**src/rtl/shift_reg_univ_pkg.sv**
```systemverilog
// rtl/shift_reg_univ_pkg.sv - shared types and helpers for the universal shift register
//
// Purpose:
//   Operation-select encoding for shift_reg_univ and the classification
//   helper that tells the counter which operations count as shift events.
//
// Contents:
//   shift_mode_t  3-bit operation select (HOLD, SHL, SHR, LOAD, ROTL, ROTR, ASR, RSVD)
//   is_shift()    1 for the five operations that move bits (SHL, SHR, ROTL, ROTR, ASR)
//
// Configuration:
//   SHIFT_REG_UNIV_CNT_EN selects whether the shift counter is built (see shift_reg_univ).

package shift_reg_univ_pkg;

  typedef enum logic [2:0] {
    HOLD = 3'd0,
    SHL  = 3'd1,
    SHR  = 3'd2,
    LOAD = 3'd3,
    ROTL = 3'd4,
    ROTR = 3'd5,
    ASR  = 3'd6,
    RSVD = 3'd7
  } shift_mode_t;

  // LOAD, HOLD and the reserved code never advance the word counter.
  function automatic logic is_shift(input shift_mode_t mode);
    case (mode)
      SHL, SHR, ROTL, ROTR, ASR: is_shift = 1'b1;
      default:                   is_shift = 1'b0;
    endcase
  endfunction

endpackage

```
**src/rtl/shift_reg_univ_cnt.sv**
```systemverilog
// rtl/shift_reg_univ_cnt.sv - word counter and word_done pulse for the universal shift register
//
// Purpose:
//   Counts shift events modulo WIDTH. The event that completes a word wraps
//   the count to 0 and raises word_done for exactly one cycle, aligned with
//   the cycle in which the register shows the completed word.
//
// Ports:
//   clk        in   rising-edge clock
//   rst        in   synchronous, active-high reset
//   en         in   operation enable; 0 holds the count and clears word_done
//   mode       in   operation select (shift_mode_t encoding)
//   shift_cnt  out  shift events since last load, reset or wrap
//   word_done  out  one-cycle pulse after the WIDTH-th shift event
//
// Configuration:
//   Instantiated by shift_reg_univ only when SHIFT_REG_UNIV_CNT_EN is defined.

module shift_reg_univ_cnt
  import shift_reg_univ_pkg::*;
#(
  parameter int WIDTH = 8,
  parameter int CNT_W = $clog2(WIDTH + 1)
) (
  input  logic             clk,
  input  logic             rst,
  input  logic             en,
  input  logic [2:0]       mode,
  output logic [CNT_W-1:0] shift_cnt,
  output logic             word_done
);

  localparam logic [CNT_W-1:0] LAST_CNT = CNT_W'(WIDTH - 1);

  shift_mode_t mode_q;
  logic        shift_evt;
  logic        wrap_evt;

  assign mode_q    = shift_mode_t'(mode);
  assign shift_evt = en && is_shift(mode_q);
  assign wrap_evt  = shift_evt && (shift_cnt == LAST_CNT);

  always_ff @(posedge clk) begin
    if (rst) begin
      shift_cnt <= '0;
      word_done <= 1'b0;
    end else begin
      // word_done is a pulse: it only survives the edge that wrapped.
      word_done <= wrap_evt;
      if (en && mode_q == LOAD) begin
        shift_cnt <= '0;
      end else if (wrap_evt) begin
        shift_cnt <= '0;
      end else if (shift_evt) begin
        shift_cnt <= shift_cnt + 1'b1;
      end
    end
  end

endmodule

```
**src/rtl/shift_reg_univ.sv**
```systemverilog
// rtl/shift_reg_univ.sv - parametrised universal shift register with word counter
//
// Purpose:
//   WIDTH-bit register supporting hold, left/right shift, left/right rotate,
//   arithmetic right shift and parallel load. Serves as the serialiser /
//   deserialiser stage for serial-link and bit-bang blocks.
//
// Parameters:
//   WIDTH      register width, 2..64
//   RESET_VAL  register contents after reset
//
// Ports:
//   clk          in   rising-edge clock
//   rst          in   synchronous, active-high reset
//   en           in   operation enable; 0 freezes register and counter
//   mode         in   operation select (shift_mode_t encoding)
//   ser_in_lsb   in   bit entering at bit 0 on SHL
//   ser_in_msb   in   bit entering at bit WIDTH-1 on SHR
//   par_in       in   parallel load data
//   par_out      out  current register contents
//   ser_out_msb  out  par_out[WIDTH-1]
//   ser_out_lsb  out  par_out[0]
//   shift_cnt    out  shift events since last load, reset or wrap
//   word_done    out  one-cycle pulse when par_out shows a completed word
//
// Configuration:
//   SHIFT_REG_UNIV_CNT_EN defined   -> shift_reg_univ_cnt is instantiated.
//   SHIFT_REG_UNIV_CNT_EN undefined -> shift_cnt and word_done tied to 0;
//                                      register behaviour is identical.

module shift_reg_univ
  import shift_reg_univ_pkg::*;
#(
  parameter int               WIDTH     = 8,
  parameter logic [WIDTH-1:0] RESET_VAL = '0
) (
  input  logic                         clk,
  input  logic                         rst,
  input  logic                         en,
  input  logic [2:0]                   mode,
  input  logic                         ser_in_lsb,
  input  logic                         ser_in_msb,
  input  logic [WIDTH-1:0]             par_in,
  output logic [WIDTH-1:0]             par_out,
  output logic                         ser_out_msb,
  output logic                         ser_out_lsb,
  output logic [$clog2(WIDTH+1)-1:0]   shift_cnt,
  output logic                         word_done
);

  localparam int CNT_W = $clog2(WIDTH + 1);

  logic [WIDTH-1:0] data_q;
  logic [WIDTH-1:0] data_d;
  shift_mode_t      mode_q;

  assign mode_q = shift_mode_t'(mode);

  // Next-state mux; HOLD and the reserved code both fall to the default.
  always_comb begin
    data_d = data_q;
    case (mode_q)
      SHL:     data_d = {data_q[WIDTH-2:0], ser_in_lsb};
      SHR:     data_d = {ser_in_msb, data_q[WIDTH-1:1]};
      LOAD:    data_d = par_in;
      ROTL:    data_d = {data_q[WIDTH-2:0], data_q[WIDTH-1]};
      ROTR:    data_d = {data_q[0], data_q[WIDTH-1:1]};
      ASR:     data_d = {data_q[WIDTH-1], data_q[WIDTH-1:1]};
      default: data_d = data_q;
    endcase
  end

  always_ff @(posedge clk) begin
    if (rst) begin
      data_q <= RESET_VAL;
    end else if (en) begin
      data_q <= data_d;
    end
  end

  assign par_out     = data_q;
  assign ser_out_msb = data_q[WIDTH-1];
  assign ser_out_lsb = data_q[0];

`ifdef SHIFT_REG_UNIV_CNT_EN
  shift_reg_univ_cnt #(
    .WIDTH (WIDTH),
    .CNT_W (CNT_W)
  ) u_cnt (
    .clk       (clk),
    .rst       (rst),
    .en        (en),
    .mode      (mode),
    .shift_cnt (shift_cnt),
    .word_done (word_done)
  );
`else
  assign shift_cnt = '0;
  assign word_done = 1'b0;
`endif

endmodule

```
**config.mk**
```make
export PLATFORM = sky130hd
export DESIGN_NAME = shift_reg_univ
export DESIGN_NICKNAME = d
export VERILOG_FILES = /design/src/rtl/shift_reg_univ_pkg.sv /design/src/rtl/shift_reg_univ_cnt.sv /design/src/rtl/shift_reg_univ.sv
export SDC_FILE = /design/constraint.sdc
export NUM_CORES = 1
export LEC_CHECK = 0
export ABC_AREA = 1
export CAP_MARGIN = 20
export CORE_MARGIN = 2
export CORE_UTILIZATION = 25
export DETAILED_ROUTE_END_ITERATION = 6
export PLACE_DENSITY_LB_ADDON = 0.08
export SETUP_SLACK_MARGIN = 0.05
export SYNTH_ARGS = -nofsm -noshare
export SYNTH_HDL_FRONTEND = slang
export SYNTH_SLANG_ARGS = --single-unit
```
**constraint.sdc**
```tcl
create_clock -name clk -period 1.6 [get_ports clk]
set_clock_uncertainty 0.1 [all_clocks]
set_input_delay 0.24 -clock clk [delete_from_list [all_inputs] [get_ports clk]]
set_output_delay 0.24 -clock clk [all_outputs]
set_load 0.1 [all_outputs]
```
# Word-level counts from Yosys, hierarchy flattened
# Index checks and enable logic that the tools add are counted.
classes:
  eq_ne: 6
  n_bitwise: 1
  mux: 1
  reduce_logical: 4
op_table:
  columns: ["op", "n"]
  rows:
  - ["8-bit case mux with 6 select lines", 1]
  - ["3-bit == test (second input constant)", 3]
  - ["3-bit by 2-bit == test with 1-bit output (second input constant)", 2]
  - ["6-bit nonzero test", 1]
  - ["5-bit nonzero test", 1]
  - ["3-bit by 1-bit == test with 1-bit output (second input constant)", 1]
  - ["3-bit AND reduction", 1]
  - ["2-bit AND reduction", 1]
  - ["1-bit NOT", 1]
totals:
  input_bits: 16
  out_inout_bits: 15
  wordCells: 14
  reg_bits: 8

# Longest topological paths before layout
# Gate-level depths: netlist of run 1.
depth:
  depth_word: 3
  depth_mapped: 9
  mapped_depth_nobuf: 9

# Worst setup path before layout of run 1
# Ideal clock, no wire load.
synth_timing:
  path_type: "register -> output"
  start: "register data_q[7], in the netlist par_out[7]"
  end: "output par_out[7]"
  n_path_buf: 1
  t_arrival_ns: 1.408
  stages_incl_launch_ff: 2
  required_time_ns: 1.260
  path_slack_ns: -0.148
  cell_sequence: "dfxtp_1 > buf_4"
synth_rtl:
  columns: ["item", "line_no", "text"]
  rows:
  - ["start, declared", "shift_reg_univ.sv:53", "logic [WIDTH-1:0] data_q;"]
  - ["start signal, assigned", "shift_reg_univ.sv:77", "data_q <= data_d;"]
  - ["end, declared", "shift_reg_univ.sv:44", "output logic [WIDTH-1:0] par_out,"]
# No word-level cell between the ends.

# Worst setup path in the final report of run 1
layout_timing:
  start: "input mode[2]"
  end: "register data_q[5], in the netlist par_out[5]"
layout_via:
  elab_chain_cells: 3
  elab_cells_between_ends: 9
  cone_classes: "eq/ne (6); mux (1); reduce/logical (2)"
layout_lines:
  columns: ["item", "line_no", "text"]
  rows:
  - ["start, declared", "shift_reg_univ.sv:40", "input logic [2:0] mode,"]
  - ["3-bit == test (tied with other cells)", "shift_reg_univ.sv:62", "case (mode_q)"]
  - ["6-bit nonzero test (no source line)", null, null]
  - ["2-bit AND reduction (no source line)", null, null]
# Parallel ways exist; a longest one is shown, timed or not.
# A chain may end at the register's enable or synchronous reset.

==> results of run 1 <==
how the worst min path moves through the flow:
stage                     startpoint    endpoint  slack, ns
after floorplan                  rst  par_out[7]       0.36
after global placement    par_out[6]  par_out[7]       0.43
after detailed placement  par_out[6]  par_out[7]       0.43
after CTS                 par_out[6]  par_out[7]       0.44
after global routing      par_out[6]  par_out[7]       0.48
final                     par_out[6]  par_out[7]       0.44
cell usage after synthesis, drive strengths merged:
cell | count | area [um^2]
nand2 | 36 | 135
nor2 | 22 | 82.6
inv | 21 | 78.8
a21oi | 13 | 65.1
nand3 | 9 | 55.1
dfxtp | 8 | 160
buf | 7 | 52.6
nand4 | 2 | 12.5
o21ai | 2 | 10.0
conb | 1 | 3.75
worst max-delay path, stage by stage:
cell,delay [ns]
clkdlybuf4s50_1,0.46
inv_2,0.12
o21ai_0,0.12
nand2_1,0.08
nand2_1,0.09
nand2_4,0.12
nand2_1,0.06
nor2_1,0.10
nor2_1,0.05
routing by layer:
layer	wire length, um	track usage	up-vias
li1	-	-	436
met1	885	0.168	342
met2	843	0.219	29
met3	150	0.0515	4
met4	23	0.0418	0
met5	0	0	-
placed cells by master (no fill, tap or decap):
| master | n |
|---|---|
| a21oi_1 | 13 |
| buf_12 | 11 |
| buf_4 | 10 |
| clkbuf_4 | 3 |
| clkdlybuf4s50_1 | 13 |
| conb_1 | 5 |
| dfxtp_1 | 6 |
| dfxtp_2 | 2 |
| dlymetal6s2s_1 | 2 |
| inv_1 | 19 |
| inv_2 | 2 |
| nand2_1 | 32 |
| nand2_2 | 2 |
| nand2_4 | 2 |
| nand3_1 | 7 |
| nand3_2 | 2 |
| nand4_1 | 2 |
| nor2_1 | 22 |
| o21ai_0 | 2 |
cell type report:
type | count | area (um^2) | share of cell area
inverters | 21 | 78.8 | 0.0685
flip-flops and latches | 8 | 163 | 0.141
well taps | 30 | 37.5 | 0.0326
clock buffers | 3 | 22.5 | 0.0196
multi-input cells | 89 | 399 | 0.347
repair buffers | 36 | 450 | 0.391
timing repair:
action,4_1_cts,5_1_grt
hold buffers,0,0
gates resized for setup,0,9
endpoints found under the setup margin,0,8
power by group:
group / internal (mW) / total (mW) / switching [mW]
logic: 0.170 / 0.482 / 0.312
registers: 0.218 / 0.245 / 0.0270
clock network: 0.0866 / 0.166 / 0.0798
logic make-up after synthesis:
kind of cell           after synthesis
AND/OR/NAND/NOR                     69
buffers and inverters               28
flip-flops                           8
AO/OA/AOI/OAI                       15
other                                1
==> results by group, run 1 <==
Synthesis
  – Simple-gate share of the synthesized area: 0.435
  – Post-Synth Adder-Cell Area: 0
  – Syn_area_per_cell: 5.42 um^2
  – Syn Std Cell Area: 656 um^2
  – Seq/Total Area, Yosys: 0.244
  – Post-synth cell types: 12
  – Post-Syn Instances: 121
  – Compound-cell area share of the yosys netlist: 0.115
  – Mux share of post-synthesis cell area: 0
  – Post-synthesis xor/xnor area fraction: 0
  – Largest family of logic cells by synthesized area: simple AND/OR/NAND/NOR gates
  – #FFs+latches synth: 8
  – Synth Warn #: 0

Detailed routing
  – WL/cell: 10.2 um
  – Final ANT Viol Nets: 0
  – Drt total wl: 1900 um
  – DR DRC count: 0
  – DRT iter0 DRCs: 12
  – Routed vias/inst: 4.34
  – Initial DRT Pass Iterations: 4
  – Vias: 811

Floorplanning
  – Die width: 55.2 um
  – Num rows: 18
  – Core footprint: 2480 um^2
  – Total Die Area: 3050 um^2
  – Top-level I/O count: 31
  – Die Y: 55.2 um
  – Starting Density: 0.265

Status
  – Status: finished clean

Layout
  – # diodes: 0
  – # nets final: 175
  – # fillers: 279
  – Post-Layout Cell Count: 187
  – Area growth syn-to-layout: 75.6%
  – Largest register FFs: 8
  – Final Cell Area: 1150 um^2
  – Share of layout cells above drive strength 1: 0.217
  – Final Util: 0.465

Placed design
  – Detail Placement HPWL: 1410 um
  – Area post-placement: 1100 um^2
  – Port Buffer Count: 25
  – Placer's final routability congestion estimate: 0.771
  – Place WS: -0.220 ns
  – Dpl cells: 184

Global route
  – Vias in the first global route: 785
  – GRT Total Usage: 0.136
  – First-pass GRT wire length: 3390 um
  – Pin count of the biggest net entering global routing: 9
  – Antenna violations before repair: 0
  – Total gr overflow: 0

STA
  – Setup Viol. Count Final: 0
  – Minimum clock period: 1.39 ns
  – Final setup TNS: 0 ns
  – RSZ-0062 raised after global routing: false
  – Final Cycle Share: 0.870
  – Max-slew violation count: 0
  – Fmax: 718 MHz
  – Final worst slack: 0.207 ns
  – Final hold slack: 0.438 ns
  – Fin. Hold Viols: 0

CTS
  – Clock Tree Buf Depth: 2
  – Worst skew pair latency: 0.26 ns
  – Post-CTS Setup Bufs: 0
  – CTS tree: done
  – Clock slew at reported path FFs: 0.06 ns
  – Sink Count: 8
  – CTS root buf: clkbuf_4
  – H-tree levels: 1
  – TritonCTS Buffers: 3

Critical path
  – Critical Path Start Type: input port
  – CP Capture Type: flip-flop
  – Flop2flop setup slack: 0.66 ns
  – Cells on worst reg2reg path: 4
  – Crit path DAT: 1.45 ns
  – Critical Path End: par_out[5]
  – WS Path Type: input port to flip-flop
  – Reg2reg end: par_out[5]
  – Start of the worst register-to-register path: par_out[6]
  – Worst Path Required: 1.65 ns
  – Crit path launch: mode[2]
  – Critical-path maximum fanout: 7

Power
  – Leak Pwr: 0.604 nW
  – PD cells: 776 nW/um^2
  – Maximum vdd drop: 0.481 mV
  – Overall Power: 0.893 mW

Min path
  – Class of the worst hold path: flip-flop to flip-flop
  – Hold path cells: 2

Job
  – Max-cap viol count: 0
(Power assumes the default switching activity.)
==> run 2: changes to the inputs <==
CORE_UTILIZATION = 40   (was 25)
CTS_CLUSTER_DIAMETER = 60   (was unset)
==> run 2 against run 1 <==
Net effect: count of clock-buffer cells in the layout unchanged; via count increased by 0.86%; sequential share of layout area increased by 0.71 points; flip-flop and latch count unchanged; maximum frequency decreased by 0.30%; clock power about the same; combinational power decreased by 2%; largest power group unchanged.
==> results by group, run 2 (synthesis gave the netlist of run 1 again) <==
Status
  – Status: finished clean (unchanged)

Detailed routing
  – Initial DRT Pass Iterations: 4 (unchanged)
  – Routed vias/inst: 4.84 (was 4.34)
  – WL/cell: 10.1 um (was 10.2 um)
  – DR DRC count: 0 (unchanged)
  – Drt total wl: 1710 um (was 1900 um)
  – DRT iter0 DRCs: 19 (was 12)
  – Final ANT Viol Nets: 0 (unchanged)
  – Vias: 818 (was 811)

STA
  – Max-slew violation count: 0 (unchanged)
  – RSZ-0062 raised after global routing: false (unchanged)
  – Fin. Hold Viols: 0 (unchanged)
  – Final setup TNS: 0 ns (unchanged)
  – Final worst slack: 0.203 ns (was 0.207 ns)
  – Minimum clock period: 1.40 ns (was 1.39 ns)
  – Fmax: 716 MHz (was 718 MHz)
  – Final Cycle Share: 0.873 (was 0.870)
  – Setup Viol. Count Final: 0 (unchanged)

Placed design
  – Place WS: -0.183 ns (was -0.220 ns)
  – Dpl cells: 166 (was 184)
  – Detail Placement HPWL: 1270 um (was 1410 um)
  – Placer's final routability congestion estimate: 0.817 (was 0.771)
  – Port Buffer Count: 25 (unchanged)
  – Area post-placement: 1060 um^2 (was 1100 um^2)

Floorplanning
  – Total Die Area: 1980 um^2 (was 3050 um^2)
  – Die Y: 44.5 um (was 55.2 um)
  – Num rows: 14 (was 18)
  – Top-level I/O count: 31 (unchanged)
  – Core footprint: 1520 um^2 (was 2480 um^2)
  – Starting Density: 0.430 (was 0.265)
  – Die width: 44.5 um (was 55.2 um)

CTS
  – Worst skew pair latency: 0.26 ns (about the same)
  – Clock slew at reported path FFs: 0.06 ns (about the same)
  – CTS tree: done (unchanged)
  – Hold buffer count at CTS: 0 (unchanged)
  – CTS root buf: clkbuf_4 (unchanged)
  – H-tree levels: 1 (unchanged)
  – Clock Tree Buf Depth: 2 (unchanged)
  – Post-CTS sizing: 0 (unchanged)
  – TritonCTS Buffers: 3 (unchanged)
  – Sink Count: 8 (unchanged)
  – Post-CTS Setup Bufs: 0 (unchanged)

Layout
  – Final Cell Area: 1100 um^2 (was 1150 um^2)
  – Most common cell after layout, fill and taps aside: nand2_1 (unchanged)
  – Post-Layout Cell Count: 169 (was 187)
  – # nets final: 171 (was 175)
  – Largest register FFs: 8 (unchanged)
  – Area growth syn-to-layout: 67.2% (was 75.6%)
  – # diodes: 0 (unchanged)
  – Share of layout cells above drive strength 1: 0.203 (was 0.217)
  – Most frequent cells in the layout: nand2_1 (32), nor2_1 (21), inv_1 (19) (was nand2_1 (32), nor2_1 (22), inv_1 (19))
  – Final Util: 0.719 (was 0.465)

Job
  – Max-cap viol count: 0 (unchanged)

Critical path
  – Critical Path Start Type: input port (unchanged)
  – WS Path Type: input port to flip-flop (unchanged)
  – CP Capture Type: flip-flop (unchanged)
  – Critical-path maximum fanout: 8 (was 7)
  – Worst Path Required: 1.70 ns (was 1.65 ns)
  – Crit path DAT: 1.49 ns (was 1.45 ns)

Min path
  – Class of the worst hold path: flip-flop to flip-flop (unchanged)

Global route
  – Total gr overflow: 0 (unchanged)
  – GRT Total Usage: 0.188 (was 0.136)
  – Vias in the first global route: 704 (was 785)
  – Pin count of the biggest net entering global routing: 9 (unchanged)
  – First-pass GRT wire length: 2750 um (was 3390 um)
  – Antenna violations before repair: 0 (unchanged)

Power
  – Maximum vdd drop: 0.572 mV (was 0.481 mV)
  – PD cells: 803 nW/um^2 (was 776 nW/um^2)
  – Leak Pwr: 0.579 nW (was 0.604 nW)
[run 2: cell count changes in the layout (fill, tap and decap cells not counted), sizes merged]
cell and delta:
buf -4
[run 2: final cells by class]
type	count	area (um^2)
inverters	21	78.8
fillers	128	428
clock buffers	3	22.5
multi-input cells	89	392
flip-flops and latches	8	163
repair buffers	32	420
well taps	16	20.0
[run 2: through the flow]
step	hold WS (ns)	total power, mW
floorplan	0.361	0.552
global placement	0.422	0.712
detailed placement	0.440	0.714
CTS	0.441	0.880
global route	0.456	0.923
finish	0.436	0.880
[run 2: final timing paths]
| kind | start | to | slack, ns | cells after the start |
|---|---|---|---|---|
| hold reg to reg | par_out[6] | par_out[7] | 0.44 | 2 |
| setup reg to reg | par_out[7] | par_out[0] | 0.67 | 6 |
| setup / recovery | mode[2] | par_out[0] | 0.20 | 7 |
| hold / removal | par_out[6] | par_out[7] | 0.44 | 2 |
[run 2: metal layers]
metal / global-route usage / vias to the layer above / part of all wire
li1: - / 423 / -
met1: 0.220 / 358 / 0.43
met2: 0.296 / 34 / 0.49
met4: 0.133 / 0 / 0.013
met5: 0 / - / 0
met3: 0.0490 / 3 / 0.065
[run 2: power by group]
group	internal [mW]	switching, mW
sequential	0.218	0.0270
clock	0.0865	0.0780
combinational	0.163	0.308
[run 2: critical path, cell delays in order]
cell and delay, ns:
clkdlybuf4s50_1 0.54, inv_2 0.09, nand3_2 0.11, nand3_2 0.17, o21ai_0 0.21, nor2_1 0.07, nor2_1 0.07
==> RTL edit 1, RTL diff (config.mk and constraints of run 1) <==
Change the parameter `WIDTH` from 8 to 16.
--- a/src/rtl/shift_reg_univ.sv
+++ b/src/rtl/shift_reg_univ.sv
@@ -32,5 +32,5 @@
   import shift_reg_univ_pkg::*;
 #(
-  parameter int               WIDTH     = 8,
+  parameter int               WIDTH     = 16,
   parameter logic [WIDTH-1:0] RESET_VAL = '0
 ) (
Ports: changed (resized par_in, par_out and shift_cnt); port bits go from 31 to 48. No check against the original RTL was run, so the function may have changed too.
==> RTL edit 1 against run 1 <==
- core utilization decreased by 1.4 points
- total power grew 83%
- setup slack improved by 0.16 ns
- first-iteration DRC count rose to 2.8 times the old value
- critical path type is now reg -> out
- die area up 73%
- clock power increased by 84%
- combinational power increased by 74%
- largest cell class unchanged
- design area up 74%
- synthesized area rose by 79%
- routed wire length up 79%
- register-to-register slack about the same
- sequential cell count up 8
==> RTL edit 1: results (changes against run 1) <==
synth-xor-area-share_pct: 0  # unchanged
grt_usage_pct: 13.58  # was 13.64%
hold_class: "in -> reg"  # was reg -> reg
synthMuxAreaShare_pct: 0  # unchanged
met2_length_mm: 1.554  # was 843 µm
drive_gt1_share_pct: 18.22  # was 21.66%
crit_end: "par_out[14]"  # was par_out[5]
grt_pass1_vias: 1226  # was 785
outcome: "finished, final reports clean"  # unchanged
min_period_ns: 1.229  # was 1.393 ns
switching_power_mw: 0.7195  # was 0.4189 mW
grt_use_met1_pct: 18.11  # was 16.83%
cp.arrival_ns: 0.89  # was 1.45 ns
grt_util_met2_pct: 22.42  # was 21.94%
r2r_setup_slack_ns: 0.66  # about the same
regToRegStartpoint: "par_out[0]"  # was par_out[6]
synth_fa_ha_area_share_pct: 0  # unchanged
ys_top_cells_by_count: "nand2_1 (59), nor2_1 (46), inv_1 (34)"  # was nand2_1 (36), nor2_1 (22), inv_1 (20)
insertion_delay_ns: 0.25
io_buffers: 41  # was 25
cpPeakStageDelay_ns: 0.43  # was 0.46 ns
p_leak_nw: 1.029  # was 0.6042 nW
wl_per_cell_um: 10.60  # was 10.17 µm
cpMaxStageDelayCell: "dfxtp_1"  # was clkdlybuf4s50_1
use_met3_pct: 3.750  # was 5.152%
gp_congestion: 0.7628  # was 0.7710
postPlaceCellArea_um2: 1943  # was 1104 µm²
syn-instance-count: 217  # was 121
antenna_found_initial: 0  # unchanged
timing.rr.end: "par_out[15]"  # was par_out[5]
via_count: 1380  # was 811
path_max_fanout: 4  # was 7
seq_area_frac_synth_pct: 27.26  # was 24.43%
dp_slack_ns: -0.1861  # was -0.2204 ns
cts_buffers: 3  # unchanged
nets: 295  # was 175
synth.area.top_cells: "dfxtp_1 (27%), nand2_1 (19%), nor2_1 (15%), a21oi_1 (12%), inv_1 (11%)"  # was dfxtp_1 (24%), nand2_1 (21%), nor2_1 (13%), inv_1 (11%), a21oi_1 (9.9%)
final_cell_count_no_fill: 321  # was 187
crit_family: "flip-flops"  # was buffers and inverters
largest_reg_flops: 16  # was 8
drt_iter0_markers: 34  # was 12
num_antenna_cells: 0  # unchanged
wirelength_met1_mm: 1.671  # was 885 µm
root_buffer: "clkbuf_8"  # was clkbuf_4
synth-compound-area-share_pct: 13.21  # was 11.45%
dp_hpwl_mm: 2.524  # was 1.414 mm
grt_pass1_wl_mm: 5.658  # was 3.394 mm
cp-startpoint: "par_out[14]"  # was mode[2]
ir_worst_vdd_mv: 0.4215  # was 0.4814 mV
grt_max_degree: 17  # was 9
met3WireLength_um: 160  # was 150 µm
yosysUniqueCellTypes: 16  # was 12
-- RTL edit 1: changes by cell type after synthesis, moves of 2 or more --
cell | before | now
buf_2 | 0 | 6
a21oi_1 | 13 | 29
inv_2 | 1 | 3
inv_1 | 20 | 34
dfxtp_1 | 8 | 16
nor2_1 | 22 | 46
nand2_1 | 36 | 59
-- RTL edit 1: cells by family after synthesis --
kind of cell | after synthesis
and+or+nand+nor | 117
buffers and inverters | 52
DFF | 16
AOI/OAI and AO/OA | 31
other | 1
-- RTL edit 1: area by class of cell --
cell class / count / area, µm²
fill: 476 / 2442
inverter: 37 / 138.9
timing repair buffer: 59 / 787.0
tap: 52 / 65.06
multi-input combinational: 154 / 646.9
clock buffer: 3 / 41.29
sequential: 16 / 322.8
-- RTL edit 1: worst min-delay path, delay by kind of cell --
family                 cells  cell delay [ns]
AOI/OAI and AO/OA          1             0.06
and+or+nand+nor            3             0.25
buffers and inverters      2             0.20
-- RTL edit 1: timing repair --
action | in CTS | in global routing
gates resized for setup | 0 | 8
hold buffers | 0 | 0
setup buffers | 0 | 0
endpoints found under the setup margin | 0 | 16
-- RTL edit 1: worst min path at each step --
stage / start / to / cells after the start / slack, ns
floorplan: rst / par_out[15] / 3 / 0.35
global placement: par_out[14] / par_out[15] / 2 / 0.42
detailed placement: par_out[14] / par_out[15] / 2 / 0.42
CTS: par_out[14] / par_out[15] / 2 / 0.43
global route: par_out[14] / par_out[15] / 2 / 0.51
finish: mode[2] / par_out[15] / 6 / 0.44
-- RTL edit 1: power by group through the flow --
stage                     combinational [mW]  clock [mW]  sequential, mW
final                                  0.841       0.306           0.486
after global routing                   0.895       0.336           0.492
after CTS                              0.842       0.322           0.487
after detailed placement               0.839           0           0.495
after global placement                 0.841           0           0.496
after floorplan                        0.294           0           0.717
==> RTL edit 2, RTL diff (flow settings as in run 1) <==
Made on the original files. Register the outputs `ser_out_msb` and `ser_out_lsb`, cleared by the reset; this adds one clock of latency there. The other outputs are not delayed to match.
--- a/src/rtl/shift_reg_univ.sv
+++ b/src/rtl/shift_reg_univ.sv
@@ -80,6 +80,13 @@
 
   assign par_out     = data_q;
-  assign ser_out_msb = data_q[WIDTH-1];
-  assign ser_out_lsb = data_q[0];
+  always_ff @(posedge clk) begin
+    if (rst) begin
+      ser_out_msb <= '0;
+      ser_out_lsb <= '0;
+    end else begin
+      ser_out_msb <= data_q[WIDTH-1];
+      ser_out_lsb <= data_q[0];
+    end
+  end
 
 `ifdef SHIFT_REG_UNIV_CNT_EN
Check against the original RTL: not equivalent (Yosys sat finds a counterexample within 4 cycles, from zero or initial values and one cycle with rst high).
==> RTL edit 2 against run 1 <==
- die area grew 4.2%
- routed wire length shrank 1.1%
- total power grew 3.7%
- sequential cell count grew 2
- design area grew 2.1%
- fmax grew 14%
- synthesized cell count is the same
- clock power grew 5%
- count of clock-buffer cells in the layout is the same
- synthesized area grew 4.6%
- setup slack gained 0.17 ns
- first-iteration DRC count shrank 42%
==> RTL edit 2: results (changes against run 1) <==
outcome: "finished, final reports clean"  # unchanged
post_cts_buffers: 0  # unchanged
htree_num_levels: 1  # unchanged
r2r_cells: 6  # was 4
timing.rr.end: "par_out[0]"  # was par_out[5]
ir_worst_vdd_mv: 0.3979  # was 0.4814 mV
num_antenna_cells: 0  # unchanged
drt_iter0_markers: 7  # was 12
gp_congestion: 0.8182  # was 0.7710
cpPeakStageDelay_ns: 0.42  # was 0.46 ns
synth.area.top_cells: "dfxtp_1 (29%), nand2_1 (18%), nor2_1 (13%), a21oi_1 (9.5%), inv_1 (9.3%)"  # was dfxtp_1 (24%), nand2_1 (21%), nor2_1 (13%), inv_1 (11%), a21oi_1 (9.9%)
crit_family: "flip-flops"  # was buffers and inverters
yosysUniqueCellTypes: 14  # was 12
dp_hpwl_mm: 1.475  # was 1.414 mm
holdPathStages: 2  # unchanged
dp.cells: 185  # was 184
crit_end: "par_out[6]"  # was par_out[5]
insertion_delay_ns: 0.26  # about the same
wl_per_cell_um: 10.01  # was 10.17 µm
via_count: 802  # was 811
r2r_setup_slack_ns: 0.58  # was 0.66 ns
final_cell_count_no_fill: 188  # was 187
p_leak_nw: 0.6109  # was 0.6042 nW
nets: 176  # was 175
hp-start: "par_out[7]"  # was par_out[6]
ys_top_cells_by_count: "nand2_1 (33), nor2_1 (23), inv_1 (17)"  # was nand2_1 (36), nor2_1 (22), inv_1 (20)
regToRegStartpoint: "par_out[7]"  # was par_out[6]
drive_gt1_share_pct: 20.89  # was 21.66%
hold_end: "ser_out_msb"  # was par_out[7]
fillers: 274  # was 279
grt_pass1_vias: 758  # was 785
cts_buffers: 3  # unchanged
root_buffer: "clkbuf_4"  # unchanged
path_max_fanout: 4  # was 7
grt_pass1_wl_mm: 3.291  # was 3.394 mm
cp-startpoint: "par_out[6]"  # was mode[2]
seq_area_frac_synth_pct: 29.20  # was 24.43%
clk_pin_slew_worst_paths_ns: 0.07
cp.arrival_ns: 0.88  # was 1.45 ns
cpMaxStageDelayCell: "dfxtp_1"  # was clkdlybuf4s50_1
grt_usage_pct: 13.27  # was 13.64%
-- RTL edit 2: cell types whose count changed after synthesis --
cell	change
inv_1	-3
inv_2	+3
nand2_1	-3
buf_4	-2
dfxtp_1	+2
o21ai_1	+2
nand2_2	+1
nand3_1	-1
nand4_1	+1
nor2_1	+1
o21ai_0	-1
-- RTL edit 2: routing by layer --
| layer | global-route usage [%] | wire length, µm |
|---|---|---|
| met2 | 20.84 | 845 |
| met4 | 6.122 | 15 |
| met3 | 3.226 | 97 |
| met1 | 17.04 | 923 |
| met5 | 0 | 0 |
-- RTL edit 2: layout make-up --
cell class / count / area (µm²) / share of cell area, %
tap: 30 / 37.54 / 3.195
multi-input combinational: 89 / 389.1 / 33.12
timing repair buffer: 35 / 445.4 / 37.91
sequential: 10 / 201.4 / 17.15
clock buffer: 3 / 22.52 / 1.917
inverter: 21 / 78.83 / 6.709
-- RTL edit 2: power by group --
group	switching, mW	internal (mW)
Combinational	0.297	0.160
Clock	0.0876	0.0868
Sequential	0.0251	0.269
Total	0.410	0.517
-- RTL edit 2: through the flow --
stage | setup TNS [ns] | hold WS, ns | instance area (µm²) | setup WS [ns]
floorplan | 0 | 0.2124 | 701.9 | 0.06668
global placement | -1.310 | 0.4186 | 1140 | -0.2086
detailed placement | -1.513 | 0.4275 | 1140 | -0.2317
CTS | 0 | 0.4345 | 1162 | 0.05615
global route | 0 | 0.4623 | 1175 | 0.2757
finish | 0 | 0.4284 | 1175 | 0.3773
-- RTL edit 2: cells by family (layout without fill, tap and decap cells) --
family,after synthesis,after routing,share of synthesized area [%]
AND/OR/NAND/NOR,68,68,41.61
other,1,5,0.5469
AO/OA/AOI/OAI,16,16,11.68
buffers and inverters,26,59,16.97
flip-flops,10,10,29.20
